## src/rtl/fetch_unit.sv

```systemverilog
// Instruction fetch stage: owns the PC, issues word requests to a variable-latency
// instruction memory and feeds one instruction per cycle to decode.
module fetch_unit #(
    parameter logic [15:0] RESET_PC = 16'h0000,
    parameter logic [3:0]  HALT_OP  = 4'hF
) (
    input  logic        clk,
    input  logic        rst_n,
    output logic        imem_req,
    output logic [15:0] imem_addr,
    input  logic        imem_rdy,
    input  logic [15:0] imem_data,
    input  logic        stall,
    input  logic        redirect,
    input  logic [15:0] redirect_pc,
    output logic [15:0] instr,
    output logic        instr_valid,
    output logic [15:0] pc_out,
    output logic [15:0] pc_plus2,
    output logic        halted
);

    typedef enum logic [1:0] {RUN, SKID, HALT, DRAIN} state_e;

    state_e      state_q;
    logic [15:0] pc_q, addr_q, instr_q, pc_out_q, skid_data_q, skid_pc_q;
    logic        vld_q, req_q, halted_q;

    logic        slot_free, xfer;
    logic [15:0] pc_inc, redir_pc;
    logic        unused_redir_bit;

    assign slot_free        = !vld_q || !stall;
    assign xfer             = req_q && imem_rdy;
    assign pc_inc           = pc_q + 16'd2;
    assign redir_pc         = {redirect_pc[15:1], 1'b0};
    assign unused_redir_bit = redirect_pc[0];

    assign imem_req    = req_q;
    assign imem_addr   = addr_q;
    assign instr       = instr_q;
    assign instr_valid = vld_q;
    assign pc_out      = pc_out_q;
    assign pc_plus2    = pc_out_q + 16'd2;
    assign halted      = halted_q;

    always_ff @(posedge clk or negedge rst_n) begin
        if (!rst_n) begin
            state_q     <= RUN;
            pc_q        <= RESET_PC;
            addr_q      <= RESET_PC;
            instr_q     <= 16'h0000;
            pc_out_q    <= RESET_PC;
            skid_data_q <= 16'h0000;
            skid_pc_q   <= RESET_PC;
            vld_q       <= 1'b0;
            req_q       <= 1'b0;
            halted_q    <= 1'b0;
        end else if (redirect) begin
            // An unanswered request must still complete on the bus, so its address is kept.
            pc_q     <= redir_pc;
            vld_q    <= 1'b0;
            halted_q <= 1'b0;
            if (req_q && !imem_rdy) begin
                state_q <= DRAIN;
            end else begin
                state_q <= RUN;
                req_q   <= 1'b1;
                addr_q  <= redir_pc;
            end
        end else begin
            case (state_q)
                RUN: begin
                    if (xfer && slot_free) begin
                        instr_q  <= imem_data;
                        pc_out_q <= pc_q;
                        vld_q    <= 1'b1;
                        pc_q     <= pc_inc;
                        if (imem_data[15:12] == HALT_OP) begin
                            state_q  <= HALT;
                            halted_q <= 1'b1;
                            req_q    <= 1'b0;
                        end else begin
                            req_q  <= 1'b1;
                            addr_q <= pc_inc;
                        end
                    end else if (xfer) begin
                        skid_data_q <= imem_data;
                        skid_pc_q   <= pc_q;
                        pc_q        <= pc_inc;
                        state_q     <= SKID;
                        req_q       <= 1'b0;
                    end else if (slot_free) begin
                        vld_q <= 1'b0;
                        if (!req_q) begin
                            req_q  <= 1'b1;
                            addr_q <= pc_q;
                        end
                    end
                end
                SKID: begin
                    if (!stall) begin
                        instr_q  <= skid_data_q;
                        pc_out_q <= skid_pc_q;
                        vld_q    <= 1'b1;
                        if (skid_data_q[15:12] == HALT_OP) begin
                            state_q  <= HALT;
                            halted_q <= 1'b1;
                        end else begin
                            state_q <= RUN;
                            req_q   <= 1'b1;
                            addr_q  <= pc_q;
                        end
                    end
                end
                HALT: begin
                    if (slot_free) vld_q <= 1'b0;
                end
                DRAIN: begin
                    if (imem_rdy) begin
                        state_q <= RUN;
                        addr_q  <= pc_q;
                    end
                end
                default: state_q <= RUN;
            endcase
        end
    end

endmodule

```

## config.mk

```make
export PLATFORM = sky130hd
export DESIGN_NAME = fetch_unit
export DESIGN_NICKNAME = d
export VERILOG_FILES = /design/src/rtl/fetch_unit.sv
export SDC_FILE = /design/constraint.sdc
export NUM_CORES = 1
export LEC_CHECK = 0
export CAP_MARGIN = 20
export CELL_PAD_IN_SITES_DETAIL_PLACEMENT = 0
export CELL_PAD_IN_SITES_GLOBAL_PLACEMENT = 2
export CORE_AREA = 2 2 123 125
export CTS_BUF_LIST = sky130_fd_sc_hd__clkbuf_4
export DETAILED_ROUTE_END_ITERATION = 8
export DIE_AREA = 0 0 125 127
export HOLD_SLACK_MARGIN = 0.1
export PLACE_DENSITY = 0.91
export RECOVER_POWER = 100
export SLEW_MARGIN = 20
export SYNTH_ARGS = -nofsm -noshare
export SYNTH_HDL_FRONTEND = slang
export SYNTH_SLANG_ARGS = --single-unit
```

## constraint.sdc

```tcl
create_clock -name clk -period 5.6 [get_ports clk]
set_clock_uncertainty 0.15 [all_clocks]
set_input_delay 1.4 -clock clk [delete_from_list [all_inputs] [get_ports clk]]
set_output_delay 1.4 -clock clk [all_outputs]
set_load 0.05 [all_outputs]
```

==> flow_summary.toml <==
[status]
violations = "capacitance limit, slew limit"
outcome = "finished with violations"

[synthesis]
ys_warn_count = 0
synthFlopType = "dfrtp_1"
syn_area_per_cell_um2 = 10.3
synth_edf_count = 0
syn_area_um2 = 5110
yosysSeqAreaShare = 0.480
yosysTopAreaCellShare = 0.480
synth_area_leaders = "dfrtp_1 (48%), mux2i_1 (8.6%), mux2_2 (7.5%)"
synth.largest_area_cell = "dfrtp_1"
ys_ff_latch = 98
synthArstFlopShare = 1.00
netlist_instances = 494
ys_types = 42

[placement]
gp_congestion = 0.797
dp_hpwl_mm = 8.38
place_ws_ns = 1.33
port_buffers = 100
placed_cells = 749
place_area_um2 = 6210

[route]
drt_iter0_markers = 219
num_vias = 3877
first_pass_iters = 4
drtAntennaViolNets = 0
wl_per_cell_um = 15.5
drc = 0
wl_mm = 11.9
viasPerCell = 5.05

[clock_tree]
postCtsSetupBuffers = 0
cts_max_level = 3
cts_sinks = 98
clk_path_buf_depth = 2
numCtsBuffers = 9
path_clk_slew_ns = 0.15
cts_tree = "yes"
clockRootBuffer = "clkbuf_4"
ctsHoldBuffers = 0
clock_latency_ns = 0.45
post_cts_resized = 0

[global_routing]
antenna_found_initial = 1
track_usage = 0.155
grt_pass1_vias = 3900
grt_max_degree = 64
grt_pass1_wl_mm = 20.0
globalRouteOverflowTotal = 0

[timing]
rsz0062_at_grt = "false"
worst_slack_ns = 1.19
finalHoldViolations = 0
relSlewSlack = -1.27
tightest_slew_ns = 3.40
drv_slew = 77
setup_viol = 0
max_freq_mhz = 227
timing.final.crit_share = 0.788
holdWs_ns = 0.342
fin_setup_tns_ns = 0
layout_min_cycle_time_ns = 4.41

[worst_setup_path]
slowest_delay_ns = 0.88
critical_path_class = "reg2out"
worstPathMaxFanout = 6
path_cells = "ha_1, nand3_1, nor2_1, and3b_1, nand3_1, xnor2_1, dlygate4sd3_1"
critPathCaptureType = "output pin"
cp_num_buf_inv = 1
crit_top_cell = "nand3_1"
cp_data_required_time_ns = 4.05
critPathTopFamily = "buffers and inverters"
startpoint_type = "register"
worstPathArrival_ns = 2.86
slowest_stage = "dlygate4sd3_1"

[cells_and_area]
fillers = 1425
layout_common_cells = "dfrtp_1 (98), dlygate4sd3_1 (67), nand2_1 (61)"
syn_to_final_growth_pct = 23.8
final_nets = 621
fin_util = 0.439
final_common_cell = "dfrtp_1"
stdcell_count = 767
stdcell_area_um2 = 6330
drive_gt1_frac = 0.0911

[power]
power.density_nw_per_um2 = 559
power_mw = 3.54
static-leakage-power_nw = 2.78
ir_drop_uv = 184

[floorplanning]
core_area_um2 = 14400
fp.dieW_um = 125
io_pins = 104
rows = 44
die_area_um2 = 15900
die_h_um = 127
start_util = 0.354

[flow_run]
maxCapViolCount = 2

[worst_hold_path]
hold_class = "reg2reg"
[worst register-to-register path, delay by kind of cell (launching register included)]
family / cells / cell delay, ns
mux: 1 / 0.35
flops: 1 / 0.44
simple gates: 2 / 1.62
fa+ha+maj: 1 / 0.29
buf+inv: 2 / 0.42
[where the power goes]
group	internal, mW	total [mW]	switching (mW)
Combinational	0.667	1.99	1.32
Clock	0.135	0.378	0.244
Sequential	0.961	1.17	0.212
[routing by layer]
metal  global-route usage  up-vias  wire, µm
li1                     -     1885         -
met1                0.212     1907      5690
met2                0.251       74      5650
met3               0.0306       11       434
met4               0.0444        0       131
met5                    0        -         0
[final cells by class]
class                           instances  area, µm²  share of cell area
Tap cell                              184        230              0.0364
Multi-Input combinational cell        354       2440               0.385
Clock inverter                          7       67.6              0.0107
Clock buffer                            9       67.6              0.0107
Timing Repair Buffer                  106       1040               0.164
Sequential cell                        98       2450               0.387
Antenna cell                            1       2.50            0.000395
Inverter                                8       30.0             0.00474
[final timing paths]
kind / depth (start not counted) / slack [ns] / endpoint / from
worst max register to register: 6 / 2.22 / skid_pc_q[15]$_DFFE_PN0P_ / state_q[0]$_DFFE_PN0P_
worst min register to register: 2 / 0.34 / instr[10]$_DFFE_PN0P_ / instr[10]$_DFFE_PN0P_
worst min-delay path: 2 / 0.34 / instr[10]$_DFFE_PN0P_ / instr[10]$_DFFE_PN0P_
worst max-delay path: 7 / 1.19 / pc_plus2[15] / pc_out[1]$_DFFE_PN0P_
max in group asynchronous: 1 / 1.47 / instr_valid$_DFFE_PN0P_ / rst_n
min in group asynchronous: 1 / 1.91 / pc_out[10]$_DFFE_PN0P_ / rst_n
[registers in the layout, summed over array words and instances (netlist names)]
name         flops
halted           1
imem_addr       16
imem_req         1
instr           16
instr_valid      1
pc_out          15
pc_q            15
skid_data_q     16
skid_pc_q       15
state_q          2
[synthesized netlist by cell type (4+ instances only)]
master    number
o31ai_1        6
inv_1          8
xor2_1        18
a21oi_1       18
or3_1          4
nor3_1         7
ha_1           7
clkbuf_1       9
and3_1        14
nand3_1       15
buf_2         19
nand4_1       10
mux2_2        34
nand2_1       61
mux2i_1       44
a21boi_0       7
o21ai_1       29
dfrtp_1       98
o21ai_0       11
nand2b_1      10
xnor2_1       17
nor2_1        17
[cells by family after synthesis]
| kind of cell | share of synthesized area |
|---|---|
| mux | 0.161 |
| fa+ha+maj | 0.0171 |
| other cells | 0.000734 |
| xor+xnor | 0.0600 |
| simple gates | 0.143 |
| buf+inv | 0.0436 |
| flops | 0.480 |
| compound gates | 0.0945 |
No activity file was read; power rests on OpenSTA's default activity.
